===== src/rtl/num_pkg.sv =====
// Shared types and constants for the multiplexed 7-segment number display.
// Glyphs are active-low {g,f,e,d,c,b,a}.
package num_pkg;

   typedef enum logic {IDLE, CONV} estado_t;

   localparam int DIG_HEX    = 4;
   localparam int DIG_DEC    = 5;
   localparam int NUM_ANODOS = 8;
   localparam int BIN_W      = 16;
   localparam int BCD_W      = 4 * DIG_DEC;

   localparam logic [6:0] SEG_0     = 7'b1000000;
   localparam logic [6:0] SEG_1     = 7'b1111001;
   localparam logic [6:0] SEG_2     = 7'b0100100;
   localparam logic [6:0] SEG_3     = 7'b0110000;
   localparam logic [6:0] SEG_4     = 7'b0011001;
   localparam logic [6:0] SEG_5     = 7'b0010010;
   localparam logic [6:0] SEG_6     = 7'b0000010;
   localparam logic [6:0] SEG_7     = 7'b1111000;
   localparam logic [6:0] SEG_8     = 7'b0000000;
   localparam logic [6:0] SEG_9     = 7'b0010000;
   localparam logic [6:0] SEG_A     = 7'b0001000;
   localparam logic [6:0] SEG_B     = 7'b0000011;
   localparam logic [6:0] SEG_C     = 7'b1000110;
   localparam logic [6:0] SEG_D     = 7'b0100001;
   localparam logic [6:0] SEG_E     = 7'b0000110;
   localparam logic [6:0] SEG_F     = 7'b0001110;
   localparam logic [6:0] SEG_BLANK = 7'b1111111;

   function automatic logic [6:0] glifo(input logic [3:0] d);
      logic [6:0] s;
      s = SEG_BLANK;
      case (d)
         4'h0: s = SEG_0;
         4'h1: s = SEG_1;
         4'h2: s = SEG_2;
         4'h3: s = SEG_3;
         4'h4: s = SEG_4;
         4'h5: s = SEG_5;
         4'h6: s = SEG_6;
         4'h7: s = SEG_7;
         4'h8: s = SEG_8;
         4'h9: s = SEG_9;
         4'hA: s = SEG_A;
         4'hB: s = SEG_B;
         4'hC: s = SEG_C;
         4'hD: s = SEG_D;
         4'hE: s = SEG_E;
         4'hF: s = SEG_F;
         default: s = SEG_BLANK;
      endcase
      return s;
   endfunction

endpackage


===== src/rtl/hex_a_7seg.sv =====
// Combinational digit decoder: one nibble plus a blank flag to active-low segments.
module hex_a_7seg
   import num_pkg::*;
(
   input  logic [3:0] digito,
   input  logic       blank,
   output logic [6:0] segmentos
);

   assign segmentos = blank ? SEG_BLANK : glifo(digito);

endmodule


===== src/rtl/num_desplegado.sv =====
// 8-digit multiplexed display of a 16-bit value in hex or decimal; decimal goes
// through a 16-step double-dabble conversion while the old value stays on screen.
module num_desplegado
   import num_pkg::*;
#(
   parameter int REFRESH = 100000
) (
   input  logic        clk,
   input  logic        reset,
   input  logic        load,
   input  logic [15:0] op,
   input  logic        modo,
   output logic        busy,
   output logic        listo,
   output logic [7:0]  anodos,
   output logic [6:0]  segmentos
);

   localparam int CW = (REFRESH > 1) ? $clog2(REFRESH) : 1;
   localparam logic [CW-1:0] CNT_LAST = CW'(REFRESH - 1);

   estado_t estado, estado_sig;

   logic [BIN_W-1:0]       bin_sr;
   logic [BCD_W-1:0]       bcd;
   logic [BCD_W-1:0]       bcd_aj;
   logic [BCD_W+BIN_W-1:0] desplazado;
   logic [3:0]             paso;
   logic                   ultimo_paso;
   logic [BCD_W-1:0]       digitos;
   logic                   modo_dec;
   logic                   listo_r;

   logic [CW-1:0] cnt;
   logic [2:0]    idx;
   logic          wrap;
   logic [2:0]    msd;
   logic [3:0]    digito_sel;
   logic          blank_sel;

   // ---------------- conversion FSM ----------------
   always_ff @(posedge clk or negedge reset) begin
      if (!reset) estado <= IDLE;
      else        estado <= estado_sig;
   end

   assign ultimo_paso = (paso == 4'd15);

   always_comb begin
      estado_sig = estado;
      case (estado)
         IDLE: if (load && modo) estado_sig = CONV;
         CONV: if (ultimo_paso)  estado_sig = IDLE;
         default: estado_sig = IDLE;
      endcase
   end

   // Double-dabble step: correct every nibble >= 5, then shift {bcd, bin} left.
   always_comb begin
      bcd_aj = bcd;
      for (int i = 0; i < DIG_DEC; i++) begin
         if (bcd[4*i +: 4] >= 4'd5) bcd_aj[4*i +: 4] = bcd[4*i +: 4] + 4'd3;
      end
   end

   assign desplazado = {bcd_aj[BCD_W-2:0], bin_sr, 1'b0};

   always_ff @(posedge clk or negedge reset) begin
      if (!reset) begin
         bin_sr   <= '0;
         bcd      <= '0;
         paso     <= '0;
         digitos  <= '0;
         modo_dec <= 1'b0;
         listo_r  <= 1'b0;
      end else begin
         listo_r <= 1'b0;
         case (estado)
            IDLE: begin
               if (load) begin
                  if (modo) begin
                     bin_sr <= op;
                     bcd    <= '0;
                     paso   <= '0;
                  end else begin
                     digitos  <= {4'h0, op};
                     modo_dec <= 1'b0;
                     listo_r  <= 1'b1;
                  end
               end
            end
            CONV: begin
               bcd    <= desplazado[BCD_W+BIN_W-1:BIN_W];
               bin_sr <= desplazado[BIN_W-1:0];
               paso   <= paso + 4'd1;
               // Only the finished result ever reaches the digit register.
               if (ultimo_paso) begin
                  digitos  <= desplazado[BCD_W+BIN_W-1:BIN_W];
                  modo_dec <= 1'b1;
                  listo_r  <= 1'b1;
               end
            end
            default: ;
         endcase
      end
   end

   assign busy  = (estado == CONV);
   assign listo = listo_r;

   // ---------------- scan ----------------
   assign wrap = (cnt == CNT_LAST);

   always_ff @(posedge clk or negedge reset) begin
      if (!reset) begin
         cnt <= '0;
         idx <= '0;
      end else if (wrap) begin
         cnt <= '0;
         idx <= idx + 3'd1;
      end else begin
         cnt <= cnt + 1'b1;
      end
   end

   assign anodos = ~(8'd1 << idx);

   // Most significant nonzero digit within the active width; 0 shows one "0".
   always_comb begin
      msd = 3'd0;
      for (int i = 1; i < DIG_DEC; i++) begin
         if ((modo_dec || i < DIG_HEX) && digitos[4*i +: 4] != 4'h0) msd = 3'(i);
      end
   end

   always_comb begin
      digito_sel = 4'h0;
      case (idx)
         3'd0: digito_sel = digitos[3:0];
         3'd1: digito_sel = digitos[7:4];
         3'd2: digito_sel = digitos[11:8];
         3'd3: digito_sel = digitos[15:12];
         3'd4: digito_sel = digitos[19:16];
         default: digito_sel = 4'h0;
      endcase
   end

   assign blank_sel = (idx > msd);

   hex_a_7seg u_dec (
      .digito    (digito_sel),
      .blank     (blank_sel),
      .segmentos (segmentos)
   );

endmodule


===== config.mk =====
export PLATFORM = sky130hd
export DESIGN_NAME = num_desplegado
export DESIGN_NICKNAME = d
export VERILOG_FILES = /design/src/rtl/num_pkg.sv /design/src/rtl/hex_a_7seg.sv /design/src/rtl/num_desplegado.sv
export SDC_FILE = /design/constraint.sdc
export NUM_CORES = 1
export LEC_CHECK = 0
export BUFFER_PORTS_ARGS = -buffer_cell sky130_fd_sc_hd__buf_2
export CAP_MARGIN = 40
export CORE_ASPECT_RATIO = 0.9
export CORE_UTILIZATION = 65
export CTS_CLUSTER_SIZE = 25
export DETAILED_ROUTE_END_ITERATION = 7
export PLACE_DENSITY = 0.89
export SETUP_SLACK_MARGIN = 0.3
export SLEW_MARGIN = 20
export SYNTH_ARGS = -nofsm -noshare
export SYNTH_HDL_FRONTEND = slang
export SYNTH_SLANG_ARGS = --single-unit

===== constraint.sdc =====
create_clock -name clk -period 6.52 [get_ports clk]
set_clock_uncertainty 0.2 [all_clocks]
set_input_delay 1.63 -clock clk [delete_from_list [all_inputs] [get_ports clk]]
set_output_delay 1.63 -clock clk [all_outputs]
set_load 0.01 [all_outputs]

Word level (Yosys, flattened, before mapping):

Memories as Yosys holds them, arrays and structs flattened.
Index checks and enable logic that the tools add are counted.

* eq/ne operators: 10
* bitwise gates (word level): 2
* mux-type cells: 36
* multipliers: 0
* reduce and logical (&&, ||, !) cells: 9
* order comparisons: 6
* shifts and indexed selects: 1
* add/sub/neg operators: 8
* div/mod/pow operators: 0

Operators by type and width (count)
* 2-to-1 mux 20 bit: 5
* case mux 20 bit (2 select lines): 2
* 2-to-1 mux 16 bit: 2
* case mux 16 bit (2 select lines): 1
* 2-to-1 mux 4 bit: 6
* greater-or-equal comparator 4 x 3 -> 1 bit (second input constant): 5
* case mux 4 bit (5 select lines): 1
* adder 17 x 1 -> 17 bit (second input constant): 1
* == test 17 bit (second input constant): 1
* 2-to-1 mux 17 bit: 1
* adder 4 x 2 -> 4 bit (second input constant): 4
* nonzero test 4 bit: 4
* 2-to-1 mux 3 bit: 4
* 2-to-1 mux 1 bit: 9
* inverter 8 bit: 1
* case mux 4 bit (2 select lines): 1
* left shift 1 x 3 -> 8 bit (first input constant): 1
* 2-to-1 mux 7 bit: 1
* == test 3 x 2 -> 1 bit (second input constant): 2
* != test 2 bit (second input constant): 3
* case mux 1 bit (2 select lines): 3
* adder 4 x 1 -> 4 bit (second input constant): 1
* == test 4 bit (second input constant): 1
* adder 3 x 1 -> 3 bit (second input constant): 1
* 10 further kinds: 11

* RAM bits: 0
* register bits: 83
* ROM bits: 112
* memories: 1
* word-level logic and storage cells: 82
* latch bits: 0
* input port bits: 20

Memories
* (no name shown): words 16, width 7, read ports 1, clocked after memory_dff 0, wr ports 0, RTL line num_pkg.sv:34 `case (d)`

Longest topological paths before layout:

* depth after elaboration: 7
* mapped depth: 10

Cells and area by module:

Synthesis repeated with hierarchy kept, for this count alone.

* cell total of the unflattened synthesis: 482
* area, all modules: 4614.4 µm²

By module, submodules not included
* num_desplegado: area an instance 4315.4 µm², cells each 447, instances 1
* hex_a_7seg: area an instance 299.0 µm², cells each 35, instances 1

Worst setup path after synthesis:

Ideal clock, no wire load.

* kind: register to output
* from: register idx[0]
* to: output segmentos[4]
* setup slack: 2.565 ns
* arrival: 2.125 ns
* stages on the path, launching flop included: 11
* cell sequence: dfrtp_1 inv_1 ha_1 buf_6 a222oi_1 o21ai_0 inv_1 ha_1 and2_4 a21oi_1 o221ai_1

* cells in the longest elaborated chain, start to end: 4
* elaborated cells between the ends (all ways): 9

Ends and longest elaborated chain
* start, declared: RTL line num_desplegado.sv:35 `logic [2:0] idx;`
* start signal, assigned: RTL line num_desplegado.sv:120 `idx <= idx + 3'd1;`
* == test 3 bit (tied with other cells): RTL line num_desplegado.sv:138 `case (idx)`
* case mux 4 bit (5 select lines): RTL line num_desplegado.sv:138
* memory read (16 x 7 bit)
* 2-to-1 mux 7 bit *: RTL line hex_a_7seg.sv:10 `assign segmentos = blank ? SEG_BLANK : glifo(digito);`
* end, declared: RTL line num_desplegado.sv:16 `output logic [6:0] segmentos`

Every way passes the cells marked *; elsewhere a longest branch is shown, timed or not.

Worst setup path in the final report:

* from: register digitos[17]
* to: output segmentos[3]

* cells in the longest elaborated chain, start to end: 5
* elaborated cells between the ends (all ways): 7

Ends and longest elaborated chain
* start, declared: RTL line num_desplegado.sv:30 `logic [BCD_W-1:0] digitos;`
* start signal, assigned: RTL line num_desplegado.sv:86 `digitos <= {4'h0, op};`
* start signal, assigned: RTL line num_desplegado.sv:98 `digitos <= desplazado[BCD_W+BIN_W-1:BIN_W];`
* parallel branches: the longest is 4 deep, another holds memory read (16 x 7 bit)
* 2-to-1 mux 7 bit *: RTL line hex_a_7seg.sv:10

Every way passes the cells marked *.

==> impl_metrics.py <==
metrics = {
    "outcome": {
        "outcome": "complete, no violations",
    },
    "critical_path": {
        "cp.required_ps": 4690,
        "cp_top_family": "compound AO/OA/AOI/OAI gates",
        "crit_type": "reg2out",
        "crit_slowest_cell": "o41ai_1",
        "critPathArrivalTime_ps": 3230,
        "r2r_start": "busy",
        "r2r_cells": 5,
        "max_stage_delay_ps": 680,
        "worstPathMaxFanout": 8,
        "worstReg2RegEnd": "digitos[6]",
        "critical_path_depth": 9,
        "path_cells": "o41ai_1 > nand2_1 > ha_1 > nor2b_1 > o21a_1 > o21ai_1 > and3_1 > a32oi_1 > buf_2",
        "path_buf_inv": 1,
        "start_kind": "flip-flop",
        "end_kind": "output pin",
        "reg2reg_setup_slack_ps": 3970,
    },
    "timing": {
        "hold_viol": 0,
        "period_share_pct": 77.6,
        "slew_headroom_pct": 55.1,
        "rsz0062_at_grt": "no",
        "tns_ps": 0,
        "setup_viol": 0,
        "worst_pin_slew_ps": 665,
        "drv_slew": 0,
        "fmax_mhz": 198,
        "period_minus_slack_ps": 5060,
    },
    "power_and_ir_drop": {
        "seq_power_share_pct": 38.0,
        "power_density_nw_per_um2": 439,
        "internal_power_mw": 1.30,
        "p_total_mw": 2.22,
        "peakVddDrop_v": 0.000231,
        "power.share.clock_pct": 17.6,
        "sw_frac_of_total_pct": 41.3,
        "power_switching_uw": 916,
        "p_leak_nw": 2.50,
        "p_comb_share_pct": 44.5,
    },
    "drt": {
        "routedWlPerCell_um": 16.5,
        "wirelength_um": 10000,
        "dr_wl_met3_um": 482,
        "vias": 3651,
        "first_iter_violations": 288,
        "viasPerCell": 6.00,
        "m1WireLength_um": 4250,
        "top_layer_used": "met4",
        "firstDrtPassIters": 6,
        "drc": 0,
        "wl_met2_um": 4990,
        "antenna_left": 0,
    },
    "job": {
        "cap_violations": 0,
    },
    "die": {
        "io_pins": 37,
        "die_w_um": 90.6,
        "core_area_um2": 6690,
        "row_count": 28,
        "initial_utilization_pct": 68.5,
        "die_y_um": 81.7,
        "die_area_um2": 7400,
    },
    "clock_network": {
        "cts_hold_buf": 0,
        "cts_setup_buffers": 0,
        "clk_pin_slew_ps": 90,
        "htreeDepth": 3,
        "cts_buffers": 9,
        "clock_path_buffers": 2,
        "cts_resized": 0,
        "cts_tree": "built",
        "clk_latency_ps": 360,
        "clock-root-buffer": "clkbuf_8",
        "cts.sinks": 83,
    },
    "synth": {
        "async_flop_share_pct": 100,
        "avgSynthCellArea_um2": 9.56,
        "synthTopCellsByCount": "nand2_1 (88), dfrtp_1 (83), o21ai_0 (54), ha_1 (27), mux2i_1 (24)",
        "synth_edf_count": 0,
        "netlist.area_leader.share_pct": 45.3,
        "synth_area_leaders": "dfrtp_1 (45%), ha_1 (7.4%), nand2_1 (7.2%)",
        "synth-seq-cells": 83,
        "ys_types": 46,
        "syn-num-nets": 527,
        "netlist_area_um2": 4590,
        "syn_inst": 480,
        "ys_seq_area_share_pct": 45.3,
        "yosys_warnings": 0,
        "synthFlopType": "dfrtp_1",
        "yosysTopAreaCell": "dfrtp_1",
        "synth_most_common_cell": "nand2_1",
    },
    "min_path": {
        "hold_start": "cnt[0]",
        "holdPathEnd": "cnt[0]",
        "holdCritPathClass": "reg2reg",
        "holdPathStages": 1,
    },
    "finish": {
        "final_core_util_pct": 75.4,
        "fillers": 452,
        "fin_nets": 560,
        "final_cell_area_um2": 5050,
        "drive_gt1_share_pct": 13.1,
        "diodes": 0,
        "syn_to_final_growth_pct": 10.1,
        "multi_input_area_um2": 2340,
        "regArea_um2": 2080,
    },
    "global_routing": {
        "grt_overflow_total": 0,
        "grt_max_degree": 69,
        "grt_util_all_layers_pct": 29.3,
        "antenna_found_initial": 0,
        "grt_first_pass_wirelength_um": 16900,
        "grt_pass1_vias": 3658,
    },
    "placed_design": {
        "dp_hpwl_um": 7070,
        "io_buffers": 36,
        "gp_congestion": 0.889,
        "postPlaceCellArea_um2": 4840,
    },
}
[registers in the layout (all words and copies together) (netlist names)]
register,flops
cnt,17
idx,3
listo,1
bcd,20
digitos,20
modo_dec,1
paso,4
busy,1
bin_sr,16
[power groups by stage]
stage | logic, mW | clock network [mW] | registers (mW)
5_1_grt | 1.09 | 0.414 | 0.858
3_3_place_gp | 0.893 | 0 | 0.830
2_1_floorplan | 0.729 | 0 | 0.791
4_1_cts | 0.983 | 0.394 | 0.836
3_5_place_dp | 0.966 | 0 | 0.842
6_report | 0.985 | 0.389 | 0.841
[metrics by stage]
stage | setup WS (ps) | hold WS (ps) | instances
after global routing | 1230 | 317 | 608
after detailed placement | 1970 | 277 | 592
final | 1460 | 291 | 608
after CTS | 1490 | 291 | 608
after global placement | 2200 | 260 | 591
after floorplan | 2570 | 243 | 480
[logic make-up after synthesis]
logic type / count (synthesis) / share of synthesized area [%]
simple gates: 156 / 15.7
compound gates: 122 / 16.9
flops: 83 / 45.3
buf+inv: 38 / 3.60
xor+xnor: 27 / 5.16
mux: 27 / 5.97
fa+ha+maj: 27 / 7.36
[per-layer routing]
| layer | up-vias | track usage (%) |
|---|---|---|
| met2 | 121 | 49.9 |
| met1 | 1755 | 35.1 |
| met5 | - | 0 |
| li1 | 1741 | - |
| met4 | 0 | 15.2 |
| met3 | 34 | 7.31 |
[how the worst max path moves through the flow]
| stage | from | endpoint | slack, ps |
|---|---|---|---|
| final | digitos[17] | segmentos[3] | 1460 |
| after global placement | digitos[17] | segmentos[3] | 2200 |
| after CTS | digitos[17] | segmentos[3] | 1490 |
| after detailed placement | digitos[17] | segmentos[3] | 1970 |
| after global routing | digitos[17] | segmentos[3] | 1230 |
| after floorplan | idx[0] | segmentos[4] | 2570 |
[cell usage in the layout (no fill, tap or decap), types with 10 or more instances in the layout]
cell type | netlist | final
nand2_1 | 88 | 88
dfrtp_1 | 83 | 82
o21ai_0 | 54 | 54
buf_2 | 9 | 35
ha_1 | 27 | 27
mux2i_1 | 24 | 24
xnor2_1 | 18 | 18
inv_1 | 17 | 17
nor2_1 | 15 | 15
a21oi_1 | 13 | 13
a21o_1 | 13 | 13
nand3_1 | 12 | 12
and3_1 | 11 | 11
nand2b_1 | 10 | 10
clkbuf_8 | 0 | 10
[worst reg2reg max path, delay by kind of cell, from the launching register on]
family | cells | cell delay [ps]
AO/OA/AOI/OAI | 3 | 750
buffers and inverters | 2 | 1180
flip-flops | 1 | 350
[layout make-up]
cell class                      instances  area share, %
Multi-Input combinational cell        359           46.4
Tap cell                               90           2.23
Inverter                               19           1.41
Sequential cell                        83           41.2
Clock inverter                          6           1.41
Clock buffer                           10           2.73
Timing Repair Buffer                   41           4.61
Note: power is estimated with default switching activity, not from simulation.
